$ cat src/rtl/bwt_pkg.sv
// Shared types for the BWT pipeline: symbol and FSM state types plus
// helpers used by the row-oriented stages.
package bwt_pkg;

    localparam int unsigned SYM_W = 8;

    typedef logic [SYM_W-1:0] sym_t;

    typedef enum logic [1:0] {
        IDLE,
        RUN,
        DONE
    } state_e;

    // Index of the last byte in a row of the given length.
    function automatic int unsigned last_col(input int unsigned column);
        return column - 1;
    endfunction

endpackage

$ cat src/rtl/bwt_row_cmp.sv
// Full-width equality of two rotation rows; shared with the rotation generator.
module bwt_row_cmp
    import bwt_pkg::*;
#(
    parameter int unsigned COLUMN = 3
) (
    input  logic [COLUMN-1:0][SYM_W-1:0] a_i,
    input  logic [COLUMN-1:0][SYM_W-1:0] b_i,
    output logic                         eq_o
);

    always_comb begin
        eq_o = (a_i == b_i);
    end

endmodule

$ cat src/rtl/bwt_last_column.sv
// Final BWT stage: drains sorted rows, emits each row's last byte and reports
// the position of the first row equal to the original string.
module bwt_last_column
    import bwt_pkg::*;
#(
    parameter int unsigned COLUMN = 3,
    parameter int unsigned IDX_W  = (COLUMN > 2) ? $clog2(COLUMN) : 1
) (
    input  logic                          clk,
    input  logic                          rst,
    input  logic                          start,
    input  logic [COLUMN-1:0][SYM_W-1:0]  orig_str,
    input  logic                          empty_fifo,
    input  logic [COLUMN-1:0][SYM_W-1:0]  row_in,
    input  logic                          out_rdy,
    output logic                          rd_fifo,
    output logic [SYM_W-1:0]              bwt_byte,
    output logic                          bwt_valid,
    output logic [IDX_W-1:0]              primary_idx,
    output logic                          idx_valid,
    output logic                          no_match,
    output logic                          busy,
    output logic                          done
);

    localparam int unsigned LAST_COL = last_col(COLUMN);

    typedef sym_t [COLUMN-1:0] row_t;

    state_e           state_q, state_d;
    row_t             orig_q, orig_d;
    logic [IDX_W-1:0] cnt_q, cnt_d;
    logic [IDX_W-1:0] idx_q, idx_d;
    logic             found_q, found_d;
    sym_t             byte_q, byte_d;
    logic             bwt_valid_q, bwt_valid_d;
    logic             idx_valid_q, idx_valid_d;
    logic             no_match_q, no_match_d;
    logic             row_eq;

    bwt_row_cmp #(
        .COLUMN (COLUMN)
    ) u_row_cmp (
        .a_i  (row_in),
        .b_i  (orig_q),
        .eq_o (row_eq)
    );

    always_comb begin
        state_d     = state_q;
        orig_d      = orig_q;
        cnt_d       = cnt_q;
        idx_d       = idx_q;
        found_d     = found_q;
        byte_d      = byte_q;
        bwt_valid_d = 1'b0;
        idx_valid_d = idx_valid_q;
        no_match_d  = no_match_q;
        rd_fifo     = 1'b0;

        unique case (state_q)
            IDLE: begin
                if (start) begin
                    state_d     = RUN;
                    orig_d      = orig_str;
                    cnt_d       = '0;
                    found_d     = 1'b0;
                    idx_valid_d = 1'b0;
                    no_match_d  = 1'b0;
                end
            end
            RUN: begin
                rd_fifo = !empty_fifo && out_rdy;
                if (rd_fifo) begin
                    byte_d      = row_in[LAST_COL];
                    bwt_valid_d = 1'b1;
                    // Periodic strings match several rows; keep the first.
                    if (row_eq && !found_q) begin
                        idx_d   = cnt_q;
                        found_d = 1'b1;
                    end
                    if (cnt_q == IDX_W'(LAST_COL)) begin
                        state_d = DONE;
                    end else begin
                        cnt_d = cnt_q + IDX_W'(1);
                    end
                end
            end
            DONE: begin
                idx_valid_d = 1'b1;
                no_match_d  = !found_q;
                state_d     = IDLE;
            end
            default: state_d = IDLE;
        endcase
    end

    always_ff @(posedge clk) begin
        if (rst) begin
            state_q     <= IDLE;
            orig_q      <= '0;
            cnt_q       <= '0;
            idx_q       <= '0;
            found_q     <= 1'b0;
            byte_q      <= '0;
            bwt_valid_q <= 1'b0;
            idx_valid_q <= 1'b0;
            no_match_q  <= 1'b0;
        end else begin
            state_q     <= state_d;
            orig_q      <= orig_d;
            cnt_q       <= cnt_d;
            idx_q       <= idx_d;
            found_q     <= found_d;
            byte_q      <= byte_d;
            bwt_valid_q <= bwt_valid_d;
            idx_valid_q <= idx_valid_d;
            no_match_q  <= no_match_d;
        end
    end

    assign bwt_byte    = byte_q;
    assign bwt_valid   = bwt_valid_q;
    assign primary_idx = idx_q;
    assign idx_valid   = idx_valid_q;
    assign no_match    = no_match_q;
    assign busy        = (state_q == RUN);
    assign done        = (state_q == DONE);

endmodule

$ cat config.mk
export PLATFORM = sky130hd
export DESIGN_NAME = bwt_last_column
export DESIGN_NICKNAME = d
export VERILOG_FILES = /design/src/rtl/bwt_pkg.sv /design/src/rtl/bwt_row_cmp.sv /design/src/rtl/bwt_last_column.sv
export SDC_FILE = /design/constraint.sdc
export NUM_CORES = 1
export LEC_CHECK = 0
export CORE_MARGIN = 8
export CORE_UTILIZATION = 45
export CTS_BUF_LIST = sky130_fd_sc_hd__clkbuf_8
export DETAILED_ROUTE_END_ITERATION = 10
export PLACE_DENSITY = 0.85
export SYNTH_ARGS = -nofsm -noshare
export SYNTH_HDL_FRONTEND = slang
export SYNTH_SLANG_ARGS = --single-unit
$ cat constraint.sdc
create_clock -name clk -period 2.2 [get_ports clk]
set_clock_uncertainty 0.1 [all_clocks]
set_input_delay 0.33 -clock clk [delete_from_list [all_inputs] [get_ports clk]]
set_output_delay 0.33 -clock clk [all_outputs]
set_load 0.005 [all_outputs]
# Word level (Yosys, flattened, before mapping)

Index checks and enable logic that the tools add are counted.

$add $sub $neg: 1
Equality and inequality tests: 9
Muxes and demuxes: 16
Bitwise gates (word level): 1
Reductions and logical operators: 15

Operators with widths:

| operator                                                                 | count |
|---|---|
| 24-bit equality test                                                     | 1 |
| 2-bit 2-to-1 mux                                                         | 6 |
| 2-bit case mux with 2 select lines                                       | 2 |
| 4-bit AND reduction                                                      | 2 |
| 2-bit by 1-bit inequality test with 1-bit output (second input constant) | 3 |
| 1-bit case mux with 2 select lines                                       | 3 |
| 2-bit AND reduction                                                      | 3 |
| 3-bit AND reduction                                                      | 2 |
| 1-bit 2-to-1 mux                                                         | 5 |
| 2-bit equality test (second input constant)                              | 2 |
| 2-bit inequality test (second input constant)                            | 2 |
| 2-bit nonzero test                                                       | 2 |
| 2-bit by 1-bit adder with 2-bit output (second input constant)           | 1 |
| 2-bit by 1-bit equality test with 1-bit output (second input constant)   | 1 |
| 1-bit logical AND                                                        | 2 |
| 1-bit zero test                                                          | 2 |
| 2-bit zero test                                                          | 1 |
| 2-bit OR reduction                                                       | 1 |
| 1-bit inverter                                                           | 1 |

Bits in registers: 42
Bits of input ports: 53
Output and inout bits: 16
Word-level logic and storage cells: 53

# Longest topological paths before layout

Gate-level depths: netlist of run 1.

Word-level depth: 5
Gate-level depth with buffers: 8

# Modules after synthesis

Synthesis of run 1 repeated with hierarchy kept, for this count alone.

Cell total of the unflattened synthesis: 220
Area, all modules: 1844.3 µm²

Modules (own cells, without submodules):

| module          | instances | cells an instance | area an instance (µm²) |
|---|---|---|---|
| bwt_last_column | 1         | 188               | 1580.3 |
| bwt_row_cmp     | 1         | 32                | 264.0 |

# Worst setup path after synthesis of run 1

No wires, ideal clock.

Path kind: reg-to-reg
Start: register state_q[0]
End: register idx_q[1] (netlist: primary_idx[1])
Data arrival time: 1.401 ns
Slack: 0.565 ns
Stages on the path, launching flop included: 8
Buffers on the path: 0
Clock period less this slack: 1.635 ns
Cells stage by stage: dfxtp_1 > and2b_2 > nand3b_4 > inv_2 > nand4_2 > or3b_1 > o21ai_1 > a21oi_1

Longest elaborated chain between the ends: 2

RTL lines:

| what                                           | line                   | RTL |
|---|---|---|
| start, declared                                | bwt_last_column.sv:30  | `state_e state_q, state_d;` |
| start signal, assigned                         | bwt_last_column.sv:110 | `state_q <= state_d;` |
| 2-bit by 1-bit equality test with 1-bit output | --                     |  |
| named net busy                                 | bwt_last_column.sv:22  | `output logic busy,` |
| 3-bit AND reduction (no source line)           | --                     |  |
| end signal, assigned                           | bwt_last_column.sv:113 | `idx_q <= idx_d;` |
| end, declared                                  | bwt_last_column.sv:33  | `logic [IDX_W-1:0] idx_q, idx_d;` |

The timed path passes the listed nets, and every way through them passes these cells.
A chain may end at the register's enable or synchronous reset.

# Final worst setup path of run 1

Start: register state_q[0]
End: output rd_fifo

Longest elaborated chain between the ends: 2

RTL lines:

| what                                           | line                  | RTL |
|---|---|---|
| 2-bit by 1-bit equality test with 1-bit output | bwt_last_column.sv:61 | `unique case (state_q)` |
| 1-bit 2-to-1 mux                               | bwt_last_column.sv:61 |  |
| end, declared                                  | bwt_last_column.sv:16 | `output logic rd_fifo,` |

Every way passes these cells.

==> out/results.tsv, run 1 <==
metric	value	unit
outcome	finished clean	
CTS tree	yes	
count of flip-flops with a built-in enable after synthesis	0	
IO buf count	68	
Die ar.	6257	um2
layout cells sized above 1	0.07534	
vias	1699	
Clock Latency Late Sink	300	ps
CTS buffer count	5	
critical path class	flip-flop to output port	
sinks on the clock net	42	
Max Slew Vio Count	0	
antenna viol nets, final	0	
startpoint types	flip-flop	
cells after synthesis	220	
post-detailed-placement half-perimeter wirelength	3546	um
reg2reg start	state_q[0]$_SDFFE_PP0P_	
most frequent cell after synthesis	nand2_1	
flops & latches, synth	42	
global-route wire length before repair	7603	um
CTS resizes	0	
Max Cap Violations	0	
Worst-path clk slew	90	ps
vias in the first global route	1664	
DIE HEIGHT	79.10	um
Nets	345	
Hold EP	bwt_byte[4]$_SDFFE_PP0P_	
initial antenna violation count	0	
CTS Buffer Depth	2	
routed len/inst	13.46	um
Netlist Area Pre-Place	1792	um2
Post-CTS Setup Repair Bufs	0	
leakage	0.9505	nW
Core Area	3914	um2
commonest cells in the netlist	nand2_1 (67), dfxtp_1 (42), a21oi_1 (38)	
Clk Tree Root Cell	clkbuf_8	
wirelength, routed	4604	um
synth warn	0	
Rows	23	
WP data required	1770	ps
total power	1.586	mW
largest net degree at the start of global routing	26	
Initial Utilization	0.4578	
GP Congestion	0.7896	
post-cts hold buffer count	0	
crit end category	output port	
dominant synthesized flop cell	dfxtp_1	
Min-Delay Path Class	flip-flop to flip-flop	
drt drc	0	
Seq/Total Area, Yosys	0.4693	
reg2reg setup slack	480	ps
final hold vios	0	
fmax	501.4	MHz
Setup TNS Final	0	ps
I/O pin cnt	69	
pwr/cell area	598.0	nW/um2
Synthesized Nets	274	
gr ovfl total	0	
die width	79.10	um
reg2reg end	primary_idx[1]$_SDFFE_PP0P_	
initial DRC count	97	
fin crit period	1994	ps
Reg2Reg Depth	7	
min-delay src	bwt_byte[4]$_SDFFE_PP0P_	
top cell type's share of synthesized area	0.4693	
Avg Vias per Cell	4.968	
H-tree levels	2	
Final setup viols	0	
Final Cycle Share	0.9065	
measured slew at the worst slew-check pin	325.0	ps
WP data arrival	1560	ps
number of diodes	0	
Slew HR	0.7816	
Critical Path Fanout Max	6	
Yosys top cell by area	dfxtp_1	
Syn-to-layout area delta	47.97	%
Synth area leaders	dfxtp_1 (47%), nand2_1 (14%), a21oi_1 (11%), xnor2_1 (9.8%), clkbuf_1 (2.1%)	
Syn Area/Cell	8.144	um2
worst hold stages	2	
ys async rst share	0	
Layout fillers	344	
Distinct cells, synth	30	
drt pass-1 iters	4	
RSZ-0062 raised after global routing	false	
Total GRT Usage	0.1525	
worst vdd ir	0.4226	mV
[worst max-delay path by stage]
stage,depth (start not counted),startpoint,slack (ps),to
detailed placement,6,row_in[23],30,primary_idx[0]$_SDFFE_PP0P_
CTS,4,state_q[0]$_SDFFE_PP0P_,180,rd_fifo
floorplan,7,state_q[0]$_SDFFE_PP0P_,570,primary_idx[1]$_SDFFE_PP0P_
global placement,6,row_in[23],70,primary_idx[1]$_SDFFE_PP0P_
global route,4,state_q[0]$_SDFFE_PP0P_,110,rd_fifo
finish,4,state_q[0]$_SDFFE_PP0P_,210,rd_fifo
[report_power, final]
part | internal [mW] | switching, mW | total (mW)
registers | 0.790 | 0.0198 | 0.810
logic | 0.156 | 0.103 | 0.258
clock network | 0.229 | 0.288 | 0.517
[state kept, by name, summed over array words and instances, names as in the netlist]
name,cells
primary_idx,2
idx_valid,1
bwt_valid,1
found_q,1
bwt_byte,8
state_q,2
cnt_q,2
orig_q,24
no_match,1
[cells in the final DEF (no fill, tap or decap)]
cell	count
nand3b_1	1
nor3_1	2
nor2_1	8
inv_6	1
o21ai_1	2
xor2_1	4
nand4_2	1
mux2_2	1
and2b_1	1
nor4_1	1
nor3_2	1
inv_1	2
clkdlybuf4s50_1	68
or4_1	1
and2_1	2
dfxtp_1	42
buf_4	6
clkinvlp_4	1
inv_2	1
or3b_1	1
clkinv_4	1
nand4_1	4
buf_12	1
and2b_2	1
o32ai_1	1
a21oi_1	38
nand2_1	67
ha_1	1
nand3b_4	1
o21ai_0	1
nor4b_2	1
xnor2_1	20
nand3_1	2
clkbuf_8	5
nand2b_1	1
[layer usage]
| metal | GRT usage | routed length (um) | up-vias |
|---|---|---|---|
| li1 | - | - | 862 |
| met1 | 0.1689 | 1916 | 776 |
| met2 | 0.2613 | 2262 | 53 |
| met3 | 0.05869 | 356 | 8 |
| met4 | 0.05000 | 68 | 0 |
| met5 | 0 | 0 | - |
[final cells by class]
cell class	count	area [um2]	share of cell area
Clock inverter	3	25.02	0.009438
Timing Repair Buffer	75	745.7	0.2813
Multi-Input combinational cell	164	897.1	0.3384
Inverter	3	11.26	0.004247
Sequential cell	42	840.8	0.3171
Clock buffer	5	68.82	0.02596
Tap cell	50	62.56	0.02360
[kinds of logic after synthesis]
kind of cell,synth area share
AND/OR/NAND/NOR,0.2507
flip-flops,0.4693
multiplexers,0.006284
XOR/XNOR,0.1173
adder cells (fa/ha/maj),0.006982
buffers and inverters,0.03003
AO/OA/AOI/OAI,0.1194
[through the flow]
step	util	worst slack [ps]	hold WS [ps]	cells	area, um2
after detailed placement	0.6535	32.30	348.1	334	2557
after global placement	0.6535	72.31	340.5	334	2557
after CTS	0.6774	183.4	360.8	342	2651
after global routing	0.6774	105.7	380.8	342	2651
after floorplan	-	565.1	335.2	220	1792
final	0.6774	205.6	357.7	342	2651
[critical path, stage by stage (launching register included)]
cell             delay (ps)
dfxtp_1                 400
and2b_2                 200
nand3b_4                 80
inv_2                    80
clkdlybuf4s50_1         500
(Power assumes the default switching activity.)
==> run 2, diff against run 1 <==
--- a/config.mk
+++ b/config.mk
@@ -6,10 +6,11 @@
 export NUM_CORES = 1
 export LEC_CHECK = 0
 export CORE_MARGIN = 8
-export CORE_UTILIZATION = 45
-export CTS_BUF_LIST = sky130_fd_sc_hd__clkbuf_8
+export CORE_UTILIZATION = 43
+export CTS_BUF_LIST = sky130_fd_sc_hd__clkbuf_16
 export DETAILED_ROUTE_END_ITERATION = 10
-export PLACE_DENSITY = 0.85
+export PLACE_DENSITY = 0.82
+export SETUP_SLACK_MARGIN = 0.02
 export SYNTH_ARGS = -nofsm -noshare
 export SYNTH_HDL_FRONTEND = slang
 export SYNTH_SLANG_ARGS = --single-unit
==> run 2 against run 1 <==
Net effect:
- utilization increased by 0.51 points
- worst setup slack got worse by 6.6 ps
- non-clock buffer count up 1
- maximum frequency is 0.33% lower
- sequential cell count did not move
- combinational power about the same
- final cell count rose by 0.29%
- critical path depth unchanged
==> out/results.tsv, run 2 (same netlist as run 1, synthesis figures left out) <==
metric	value	unit	change
Max Slew Vio Count	0		unchanged
reg2reg end	primary_idx[0]$_SDFFE_PP0P_		
Initial Utilization	0.4479		-0.009880
vias in the first global route	1611		-3.2%
RSZ-0062 raised after global routing	false		
WP data required	1770	ps	about the same
Largest register FFs	24		unchanged
reg2reg setup slack	490	ps	about the same
Avg Vias per Cell	4.813		-3.1%
outcome	finished clean		
worst setup path start	state_q[0]$_SDFFE_PP0P_		
commonest non-fill, non-tap cell in the layout	clkdlybuf4s50_1		
global-route wire length before repair	7534	um	-0.91%
Slew HR	0.6761		-0.1056
post-cts hold buffer count	0		unchanged
leakage	0.9950	nW	+4.7%
startpoint types	flip-flop		
routed len/inst	13.80	um	+2.5%
CTS resizes	0		unchanged
Nets	346		+0.29%
Worst-path clk slew	60	ps	-30 ps
Core Area	4000	um2	+2.2%
final hold vios	0		unchanged
worst vdd ir	0.4242	mV	+0.40%
Final Instance Count excl. Fillers	343		+0.29%
wirelength, routed	4733	um	+2.8%
initial DRC count	112		+15%
pwr/cell area	693.5	nW/um2	+16%
Clk Tree Root Cell	clkbuf_16		
WP data arrival	1570	ps	about the same
drt pass-1 iters	4		unchanged
commonest non-fill, non-tap cells in the layout	clkdlybuf4s50_1 (68), nand2_1 (67), dfxtp_1 (42)		
CTS Buffer Depth	2		unchanged
IO buf count	68		unchanged
GP Congestion	0.7095		-10%
antenna viol nets, final	0		unchanged
gr ovfl total	0		unchanged
Hold EP	bwt_byte[3]$_SDFFE_PP0P_		
worst hold stages	2		unchanged
Setup TNS Final	0	ps	unchanged
die width	80.55	um	+1.8%
fin crit period	2001	ps	+6.581 ps
placed instance area	2565	um2	+0.29%
Reg with most FFs	orig_q		
sinks on the clock net	42		unchanged
initial antenna violation count	0		unchanged
Final setup viols	0		unchanged
final instance area	2730	um2	+3.0%
Min-Delay Path Class	flip-flop to flip-flop		
CP top delay family	buffers and inverters		
total power	1.893	mW	+19%
Rows	23		unchanged
Max Cap Violations	0		unchanged
critical-path cell list	and2b_2, nand3b_4, inv_2, clkdlybuf4s50_1		
Die ar.	6488	um2	+3.7%
post-detailed-placement half-perimeter wirelength	3561	um	+0.43%
reg2reg start	state_q[0]$_SDFFE_PP0P_		
number of diodes	0		unchanged
vias	1651		-2.8%
critical path class	flip-flop to output port		
fmax	499.8	MHz	-0.33%
Critical Path Fanout Max	6		unchanged
crit end category	output port		
Clock Latency Late Sink	280	ps	-20 ps
H-tree levels	2		unchanged
Syn-to-layout area delta	52.37	%	
I/O pin cnt	69		unchanged
measured slew at the worst slew-check pin	484.4	ps	+159.4 ps
Total GRT Usage	0.1478		-0.004735
WP buf/inv	2		unchanged
Crit-path slowest cell	clkdlybuf4s50_1		
Final Cycle Share	0.9095		+0.002991
min-delay src	bwt_byte[3]$_SDFFE_PP0P_		
DIE HEIGHT	80.55	um	+1.8%
CTS buffer count	5		unchanged
CP peak stage delay	500	ps	about the same
CTS tree	yes		
dpl cells	335		+0.30%
Reg2Reg Depth	7		unchanged
Post-CTS Setup Repair Bufs	0		unchanged
largest net degree at the start of global routing	23		-12%
Final Util	0.6825		+0.005085
drt drc	0		unchanged
layout cells sized above 1	0.07850		+0.003156
run 2: through the flow:
stage                     worst slack, ps  hold WS (ps)
after CTS                           197.5         353.7
after global routing                135.5         382.3
after global placement              83.54         341.6
final                               199.0         352.1
after floorplan                     565.1         335.2
after detailed placement            37.71         345.5
run 2: report_power, final:
group	internal, mW	switching, mW	total, mW
Sequential	0.792	0.0199	0.812
Combinational	0.157	0.103	0.260
Clock	0.531	0.291	0.822
Total	1.48	0.414	1.89
run 2: tightest hold or removal path: cells and delay by family (launching register included):
kind	cells	cell delay [ps]
AO/OA/AOI/OAI	1	50
flip-flops	1	310
AND/OR/NAND/NOR	1	50
run 2: layout make-up:
class	count	area (um2)
Clock inverter	3	40.04
Sequential cell	42	840.8
Timing Repair Buffer	76	753.2
Inverter	3	11.26
Multi-Input combinational cell	164	897.1
Clock buffer	5	125.1
Fill cell	348	1270
Tap cell	50	62.56
run 2: worst max path at each step:
stage                                  endpoint  slack [ps]  cells past startpoint
floorplan           primary_idx[1]$_SDFFE_PP0P_         570                      7
global placement    primary_idx[0]$_SDFFE_PP0P_          80                      6
detailed placement  primary_idx[0]$_SDFFE_PP0P_          40                      6
CTS                                     rd_fifo         200                      4
global route                            rd_fifo         140                      4
finish                                  rd_fifo         200                      4
run 2: per-layer routing:
metal	vias to the layer above	share of wire	global-route usage
li1	865	-	-
met1	722	0.43	0.1686
met2	56	0.46	0.2430
met3	8	0.093	0.06027
met4	0	0.013	0.04909
met5	-	0	0
